<file path="src/rtl/cla_addsub_pipe_if.sv">
// Operand/result bus for cla_addsub_pipe.
// Optional feature macro: COBALT_ADD_SAT_EN adds the 'sat' request bit.
//
// Handshake: a transfer on either side happens on a rising clk edge where
// valid and ready are both high. A producer holds valid and its data stable
// until that edge. A consumer may drive ready high or low in any cycle.
// in_ready never depends on in_valid.
interface cla_addsub_pipe_if #(
  parameter int WIDTH = 32
);
  logic             in_valid;
  logic             in_ready;
  logic [WIDTH-1:0] a;
  logic [WIDTH-1:0] b;
  logic             cin;
  logic             op_sub;
`ifdef COBALT_ADD_SAT_EN
  logic             sat;
`endif
  logic             out_valid;
  logic             out_ready;
  logic [WIDTH-1:0] sum;
  logic             cout;
  logic             ovf;
  logic             zero;

`ifdef COBALT_ADD_SAT_EN
  modport master (output in_valid, a, b, cin, op_sub, sat, out_ready,
                  input  in_ready, out_valid, sum, cout, ovf, zero);
  modport slave  (input  in_valid, a, b, cin, op_sub, sat, out_ready,
                  output in_ready, out_valid, sum, cout, ovf, zero);
`else
  modport master (output in_valid, a, b, cin, op_sub, out_ready,
                  input  in_ready, out_valid, sum, cout, ovf, zero);
  modport slave  (input  in_valid, a, b, cin, op_sub, out_ready,
                  output in_ready, out_valid, sum, cout, ovf, zero);
`endif
endinterface

</file>
<file path="src/rtl/cla_addsub_pipe.sv">
// Pipelined carry-lookahead adder/subtractor.
// Full lookahead inside each GROUP-bit group. Group carries ripple inside a stage.
// The inter-group chain is cut into STAGES register stages, so the latency is STAGES cycles.
// A single global advance signal stalls every stage together.
// Optional feature macro: COBALT_ADD_SAT_EN (saturating signed result on overflow).
// WIDTH must be a multiple of GROUP, and STAGES must divide WIDTH/GROUP.
module cla_addsub_pipe #(
  parameter int WIDTH  = 32,
  parameter int GROUP  = 4,
  parameter int STAGES = 2
) (
  input logic              clk,
  input logic              rst_n,
  cla_addsub_pipe_if.slave bus
);
  localparam int NG = WIDTH / GROUP;   // total lookahead groups
  localparam int N  = NG / STAGES;     // groups resolved per stage

  // One pipeline slot. The sum holds the finished low bits.
  // The p/g fields hold the bits still to be processed, and c is the pending carry.
  // ovf and zero are only meaningful in the last slot.
  typedef struct packed {
    logic             valid;
    logic [WIDTH-1:0] sum;
    logic [WIDTH-1:0] p;
    logic [WIDTH-1:0] g;
    logic             c;
    logic             ovf;
    logic             zero;
`ifdef COBALT_ADD_SAT_EN
    logic             sign;   // operand A sign, selects the clamp direction
    logic             sat;
`endif
  } stage_t;

  stage_t                head;    // freshly formed slot from the input bus
  stage_t [STAGES-1:0]   st_q;
  stage_t [STAGES-1:0]   st_d;
  stage_t [STAGES:0]     chain;   // chain[k] feeds stage k; chain[STAGES] is the output slot
  logic   [WIDTH-1:0]    b_eff;
  logic                  advance;

  assign chain   = {st_q, head};
  assign advance = !chain[STAGES].valid || bus.out_ready;

  assign bus.in_ready  = advance;
  assign bus.out_valid = chain[STAGES].valid;
  assign bus.sum       = chain[STAGES].sum;
  assign bus.cout      = chain[STAGES].c;
  assign bus.ovf       = chain[STAGES].ovf;
  assign bus.zero      = chain[STAGES].zero;

  // Form per-bit propagate/generate. Subtraction uses A + ~B + 1.
  always_comb begin
    head       = '0;
    b_eff      = bus.op_sub ? ~bus.b : bus.b;
    head.valid = bus.in_valid;
    head.p     = bus.a ^ b_eff;
    head.g     = bus.a & b_eff;
    head.c     = bus.op_sub | bus.cin;   // forced carry-in of 1 for subtract
`ifdef COBALT_ADD_SAT_EN
    head.sign  = bus.a[WIDTH-1];
    head.sat   = bus.sat;
`endif
  end

  // Each stage resolves its N groups. The last stage also derives ovf, the clamp and zero.
  always_comb begin
    stage_t           cur;
    logic [GROUP:0]   gc;
    logic [GROUP-1:0] gp;
    logic [GROUP-1:0] gg;
    logic             term;
    logic             cmsb;
    int               base;
    st_d = '0;
    cur  = '0;
    gc   = '0;
    gp   = '0;
    gg   = '0;
    term = 1'b0;
    cmsb = 1'b0;
    base = 0;
    for (int k = 0; k < STAGES; k++) begin
      cur = chain[k];
      for (int j = 0; j < N; j++) begin
        base = (k * N + j) * GROUP;
        gp   = cur.p[base +: GROUP];
        gg   = cur.g[base +: GROUP];
        // Each carry is a flat sum of products of the group's g/p and the group carry-in.
        for (int i = 0; i <= GROUP; i++) begin
          term = cur.c;
          for (int m = 0; m < i; m++) term = term & gp[m];
          gc[i] = term;
          for (int m = 0; m < i; m++) begin
            term = gg[m];
            for (int q = m + 1; q < i; q++) term = term & gp[q];
            gc[i] = gc[i] | term;
          end
        end
        cur.sum[base +: GROUP] = gp ^ gc[GROUP-1:0];
        cur.c = gc[GROUP];
        if (base + GROUP == WIDTH) cmsb = gc[GROUP-1];
      end
      if (k == STAGES - 1) begin
        cur.ovf = cmsb ^ cur.c;
`ifdef COBALT_ADD_SAT_EN
        if (cur.sat && cur.ovf)
          cur.sum = cur.sign ? {1'b1, {(WIDTH-1){1'b0}}} : {1'b0, {(WIDTH-1){1'b1}}};
`endif
        cur.zero = (cur.sum == '0);
      end
      st_d[k] = cur;
    end
  end

  // Pipeline registers: every stage moves together on advance and holds otherwise.
  always_ff @(posedge clk or negedge rst_n) begin
    if (!rst_n) begin
      st_q <= '0;
    end else if (advance) begin
      st_q <= st_d;
    end
  end
endmodule

</file>
<file path="src/flat_wrapper.sv">
// flat-port wrapper written by rule: the top's interface ports become plain ports
module cla_addsub_pipe_flat 
#(
  parameter int WIDTH  = 32,
  parameter int GROUP  = 4,
  parameter int STAGES = 2
)
  (clk, rst_n, bus_in_valid, bus_a, bus_b, bus_cin, bus_op_sub, bus_out_ready, bus_in_ready, bus_out_valid, bus_sum, bus_cout, bus_ovf, bus_zero);
  cla_addsub_pipe_if #(.WIDTH(WIDTH)) bus_i ();
  input logic clk;
  input logic rst_n;
  input wire logic [$bits(bus_i.in_valid)-1:0] bus_in_valid;
  input wire logic [$bits(bus_i.a)-1:0] bus_a;
  input wire logic [$bits(bus_i.b)-1:0] bus_b;
  input wire logic [$bits(bus_i.cin)-1:0] bus_cin;
  input wire logic [$bits(bus_i.op_sub)-1:0] bus_op_sub;
  input wire logic [$bits(bus_i.out_ready)-1:0] bus_out_ready;
  output wire logic [$bits(bus_i.in_ready)-1:0] bus_in_ready;
  output wire logic [$bits(bus_i.out_valid)-1:0] bus_out_valid;
  output wire logic [$bits(bus_i.sum)-1:0] bus_sum;
  output wire logic [$bits(bus_i.cout)-1:0] bus_cout;
  output wire logic [$bits(bus_i.ovf)-1:0] bus_ovf;
  output wire logic [$bits(bus_i.zero)-1:0] bus_zero;
  assign bus_i.in_valid = bus_in_valid;
  assign bus_i.a = bus_a;
  assign bus_i.b = bus_b;
  assign bus_i.cin = bus_cin;
  assign bus_i.op_sub = bus_op_sub;
  assign bus_i.out_ready = bus_out_ready;
  assign bus_in_ready = bus_i.in_ready;
  assign bus_out_valid = bus_i.out_valid;
  assign bus_sum = bus_i.sum;
  assign bus_cout = bus_i.cout;
  assign bus_ovf = bus_i.ovf;
  assign bus_zero = bus_i.zero;
  cla_addsub_pipe #(.WIDTH(WIDTH), .GROUP(GROUP), .STAGES(STAGES)) u_core (.clk(clk), .rst_n(rst_n), .bus(bus_i));
endmodule
</file>
<file path="config.mk">
export PLATFORM = sky130hd
export DESIGN_NAME = cla_addsub_pipe_flat
export DESIGN_NICKNAME = d
export VERILOG_FILES = /design/src/rtl/cla_addsub_pipe_if.sv /design/src/rtl/cla_addsub_pipe.sv /design/src/flat_wrapper.sv
export SDC_FILE = /design/constraint.sdc
export NUM_CORES = 1
export LEC_CHECK = 0
export BUFFER_PORTS_ARGS = -buffer_cell sky130_fd_sc_hd__buf_4
export CAP_MARGIN = 0
export CORE_ASPECT_RATIO = 1.5
export CORE_MARGIN = 2
export CORE_UTILIZATION = 39
export DETAILED_ROUTE_END_ITERATION = 16
export GPL_ROUTABILITY_DRIVEN = 0
export PLACE_DENSITY = 0.71
export SLEW_MARGIN = 15
export SYNTH_ARGS = -nofsm -noshare
export SYNTH_HDL_FRONTEND = slang
export SYNTH_SLANG_ARGS = --single-unit
</file>
<file path="constraint.sdc">
create_clock -name clk -period 13.4 [get_ports clk]
set_clock_uncertainty 0.05 [all_clocks]
set_input_delay 2.68 -clock clk [delete_from_list [all_inputs] [get_ports clk]]
set_output_delay 2.68 -clock clk [all_outputs]
set_load 0.02 [all_outputs]
</file>
# ---- Yosys cells after proc, flatten, opt, wreduce, memory -nomap -nowiden
# Index checks and enable logic that the tools add are counted.
# Widths: inputs -> output; s select.
dict set report word_totals {
  mem_count 0
  mem_bits_ro 0
  out_inout_bits 37
  ramBits 0
  in_bits 70
  latchBits 0
  ff_bits 118
}
dict set report op_classes {
  n_div 0
  shift 0
  n_eq_ne 0
  muxes 1
  n_addsub 0
  n_reduce_logical 3
  bitwise_logic 173
  n_mul 0
  magnitude_cmp 0
}
# operator n
set ops {}
lappend ops {{$or 1x1->1} 81}
lappend ops {{$and 1x1->1} 80}
lappend ops {{$and 32x32->32} 1}
lappend ops {{$logic_not 32->1} 1}
lappend ops {{$mux 32} 1}
lappend ops {{$not 32->32} 1}
lappend ops {{$xor 32x32->32} 1}
lappend ops {{$xor 4x4->4} 8}
lappend ops {{$logic_not 1->1} 1}
lappend ops {{$logic_or 1x1->1} 1}
lappend ops {{$xor 1x1->1} 1}

# ---- Longest topological paths before layout
dict set report logic_depth {
  depth_word 35
  mapped_depth 25
  depth_no_buf 23
}

# ---- Least setup slack after synthesis
# No wires, ideal clock.
dict set report synth_path {
  kind {input -> register}
  start {input bus_op_sub}
  end {register u_core.st_q, in the netlist u_core.chain[182]}
  path_slack_ns 5.698
  stages 25
  t_required_ns 13.219
  arrival_time_ns 7.520
  setup_ns 0.131
  cell_sequence {clkbuf_1 -> buf_2 -> xor2_1 -> ha_1 -> ha_1 -> o21a_1 -> o21a_1 -> o21a_1 -> or2_2 -> ha_1 -> o21a_1 -> o21a_1 -> o21a_1 -> or2_2 -> ha_1 -> o21a_1 -> o21a_1 -> o21a_1 -> or2_2 -> ha_1 -> o21a_1 -> o21a_1 -> or3_1 -> nand2_1 -> a21oi_1}
}
dict set report synth_between {
  elab_chain_cells 33
  word_cells_on_any_way 56
  classes_between {1 x mux; 55 x bitwise}
}
# item line_no
set synth_lines {}
lappend synth_lines {{start: declaration} flat_wrapper.sv:16} ;# input wire logic [$bits(bus_i.op_sub)-1:0] bus_op_sub;
lappend synth_lines {{$mux 32} cla_addsub_pipe.sv:56} ;# b_eff = bus.op_sub ? ~bus.b : bus.b;
lappend synth_lines {{$xor 32x32->32} cla_addsub_pipe.sv:58} ;# head.p = bus.a ^ b_eff;
lappend synth_lines {{$and 1x1->1 (4 in series)} cla_addsub_pipe.sv:93} ;# for (int m = 0; m < i; m++) term = term & gp[m];
lappend synth_lines {{$or 1x1->1 (4 in series)} cla_addsub_pipe.sv:98} ;# gc[i] = gc[i] | term;
lappend synth_lines {{$and 1x1->1 (4 in series)} cla_addsub_pipe.sv:93}
lappend synth_lines {{$or 1x1->1 (4 in series)} cla_addsub_pipe.sv:98}
lappend synth_lines {{$and 1x1->1 (4 in series)} cla_addsub_pipe.sv:93}
lappend synth_lines {{$or 1x1->1 (4 in series)} cla_addsub_pipe.sv:98}
lappend synth_lines {{$and 1x1->1 (3 in series)} cla_addsub_pipe.sv:93}
lappend synth_lines {{$or 1x1->1 (3 in series)} cla_addsub_pipe.sv:98}
lappend synth_lines {{$xor 4x4->4 (*)} cla_addsub_pipe.sv:101} ;# cur.sum[base +: GROUP] = gp ^ gc[GROUP-1:0];
lappend synth_lines {{end signal: assignment} cla_addsub_pipe.sv:122} ;# st_q <= st_d;
lappend synth_lines {{end: declaration} cla_addsub_pipe.sv:37} ;# stage_t [STAGES-1:0] st_q;
# Mark *: on every way between the ends. The rest lies on a longest branch, timed or not.
# A chain may end at the register's enable or synchronous reset.

# ---- Final worst setup path
# Same ends and word-level chain as after synthesis.

==> flow_metrics.env <==
export IMPL_status="finished, final reports clean"
export IMPL_final_cell_mix="nand2_1 (191), buf_4 (107), dfrtp_1 (86)"
export IMPL_hold_buffers=0
export IMPL_gr_total_overflow=0
export IMPL_max_freq_mhz=130
export IMPL_worstMarginPinSlew_ns=0.849
export IMPL_drive_above_1_share_pct=21.4
export IMPL_dr_pass1_iters=4
export IMPL_hpwlAfterDp_microns=7660
export IMPL_yosysSeqAreaShare_pct=44.2
export IMPL_grt_pass1_vias=3573
export IMPL_io_pins=107
export IMPL_synthMuxAreaShare_pct=0.437
export IMPL_synth_area_leaders="dfrtp_1 (44%), nand2_1 (15%), ha_1 (10%), xor2_1 (6.7%), buf_4 (4.9%)"
export IMPL_slew_viol_final=0
export IMPL_io_buffers=106
export IMPL_netlist_area_leader_share_pct=44.2
export IMPL_post_drt_via_cell_ratio=4.85
export IMPL_yosys_cell_types_count=35
export IMPL_initial_core_util_pct=39.5
export IMPL_syn_num_nets=656
export IMPL_critPathTopFamily="compound AO/OA/AOI/OAI gates"
export IMPL_cp_max_fo=33
export IMPL_cts_resized=0
export IMPL_synth_compound_area_share_pct=7.48
export IMPL_via_count=3719
export IMPL_drc_errors=0
export IMPL_track_usage_pct=16.3
export IMPL_antenna_found_initial=0
export IMPL_synthSimpleGateAreaFrac_pct=20.7
export IMPL_drt_iter0_drc=128
export IMPL_n_antenna_cell=0
export IMPL_wl_per_cell_microns=13.5
export IMPL_finalHoldViolCount=0
export IMPL_cts_sinks=86
export IMPL_yosys_area_top_type="dfrtp_1"
export IMPL_synth_adder_area_share_pct=11.9
export IMPL_whs_ns=0.409
export IMPL_synth_top_family_by_area="simple AND/OR/NAND/NOR gates"
export IMPL_area_delta_synth_final_pct=20.0
export IMPL_die_width_microns=95.2
export IMPL_ant_nets=0
export IMPL_ir_drop_mv=0.0552
export IMPL_layout_commonest_cell="nand2_1"
export IMPL_cts_setup_buffers=0
export IMPL_worstReg2RegStart="u_core.chain[102]"
export IMPL_htreeDepth=3
export IMPL_core_area_sq_um=12300
export IMPL_powerDensity_nw_per_um2=156
export IMPL_crit_required_ns=13.54
export IMPL_maxSlewHeadroom_pct=43.4
export IMPL_clkTransAtPathRegs_ns=0.06
export IMPL_rsz0062_at_grt="false"
export IMPL_die_h_microns=141
export IMPL_crit_chain="buf_4, xor2_1, ha_1, ha_1, o21a_1, o21a_1, o21a_1, or2_2, ha_1, o21a_1, o21a_1, o21a_1, or2_2, ha_1, o21a_1, o21a_1, o21a_1, or2_2, ha_1, o21a_1, o21a_1, or3_1, nand2_1, a21oi_1"
export IMPL_synthCells=542
export IMPL_cp_num_buf_inv=1
export IMPL_start_kind="input pin"
export IMPL_finalCritPeriodShare_pct=57.5
export IMPL_slowest_delay_ns=0.46
export IMPL_maxCapViolations=0
export IMPL_yosys_warnings=0
export IMPL_tns_ns=0
export IMPL_cts_root_buf="clkbuf_16"
export IMPL_cts_buffer_depth=2
export IMPL_grt_max_degree=87
export IMPL_place_area_sq_um=5550
export IMPL_critPathArrivalTime_ns=7.84
export IMPL_final_area_sq_um=5840
export IMPL_cts_tree="built"
export IMPL_final_nets=720
export IMPL_synth_area_per_cell_sq_um=8.98
export IMPL_hp_class="flip-flop to flip-flop"
export IMPL_crit_top_cell="o21a_1"
export IMPL_leakagePower_nw=3.09
export IMPL_cts_made_buffers=9
export IMPL_std_cell_rows=50
export IMPL_crit_type="input pin to flip-flop"
export IMPL_worst_setup_path_end_kind="flip-flop"
export IMPL_synth_seq_cells=86
export IMPL_min_from="u_core.chain[199]"
export IMPL_finalSetupViolCount=0
export IMPL_dieArea_sq_um=13400
export IMPL_synthXorXnorAreaFrac_pct=7.20
export IMPL_grt_first_pass_wirelength_microns=16800
export IMPL_fin_crit_ns=7.70
export IMPL_clock_latency_ns=0.34
export IMPL_syn_cell_area_sq_um=4870
export IMPL_routed_wl_microns=10400
export IMPL_setup_worst_path_start="bus_op_sub"
export IMPL_critical_path_slowest_cell="buf_4"
export IMPL_nFillCells=1187
==> tightest hold or removal path, delay by kind of cell (launching register included) <==
kind | cells | cell delay, ns
flip-flops | 1 | 0.33
AND/OR/NAND/NOR | 2 | 0.10
==> sequential cells by signal, indices dropped and copies added, names as in the netlist <==
name                  count
u_core.chain             50
u_core.bus.zero           1
u_core.bus.cout           1
u_core.bus.ovf            1
u_core.bus.sum           32
u_core.bus.out_valid      1
==> cell usage after synthesis <==
library cell / instances
a32o_1: 1
ha_1: 40
or3_1: 8
xor2_1: 37
o21bai_1: 1
inv_1: 15
o21a_1: 11
nand2_1: 191
o21ai_0: 11
or4_1: 1
nor4_2: 1
nor2b_1: 1
clkbuf_1: 17
nand2b_1: 1
a31oi_1: 1
mux2i_1: 1
mux2_2: 1
dfrtp_1: 86
and2_1: 5
buf_4: 32
nand4_1: 1
fa_1: 4
or2_2: 4
o31ai_1: 7
o211a_1: 4
nand3_1: 2
nor3_1: 8
o21ai_1: 2
xnor2_1: 3
a21oi_1: 11
buf_2: 6
a211oi_1: 4
a21o_1: 2
nor4_1: 5
nor2_1: 17
==> power breakdown <==
group / internal [mW] / switching [mW]
registers: 0.327 / 0.0460
clock network: 0.140 / 0.0977
logic: 0.129 / 0.168
==> final timing paths <==
path	endpoint	slack, ns	cells after the start
max reg2reg	u_core.bus.zero	8.39	18
min	u_core.chain[199]	0.41	2
max	u_core.chain[182]	5.70	24
max in group asynchronous	u_core.bus.sum[18]	10.39	1
min in group asynchronous	u_core.bus.sum[13]	2.30	1
min reg2reg	u_core.chain[199]	0.41	2
==> cells by family (layout without fill, tap and decap cells) <==
logic type,count (synthesis),in the layout
AOI/OAI and AO/OA,55,55
xor gates and xnor gates,40,40
muxes,2,2
buffers and inverters,70,139
DFF,86,86
adders and majority gates,44,44
and+or+nand+nor,245,245
==> per-stage QoR <==
stage	util, %	total power [mW]	setup WS (ns)	cells
floorplan	-	0.598	5.70	542
global placement	45.0	0.669	5.50	751
detailed placement	45.0	0.680	5.36	751
CTS	47.3	0.919	5.69	767
global route	47.4	0.969	5.38	767
finish	47.4	0.908	5.70	767
==> area by class of cell <==
class	instances	area, sq um	share of cell area, %
Clock buffer	13	270	4.63
Clock inverter	3	17.5	0.300
Inverter	15	56.3	0.965
Multi-Input combinational cell	386	2330	39.9
Sequential cell	86	2150	36.9
Tap cell	156	195	3.34
Timing Repair Buffer	108	815	14.0
==> per-layer routing <==
| layer | share of wire (%) | wire, microns | vias to the layer above | GRT usage [%] |
|---|---|---|---|---|
| met5 | 0 | 0 | - | 0 |
| met4 | 3.2 | 331 | 0 | 8.01 |
| met3 | 3.9 | 403 | 19 | 2.46 |
| met2 | 52 | 5390 | 82 | 27.7 |
| met1 | 41 | 4260 | 1767 | 19.7 |
| li1 | - | - | 1851 | - |
Power figures use the tool's default switching activity.
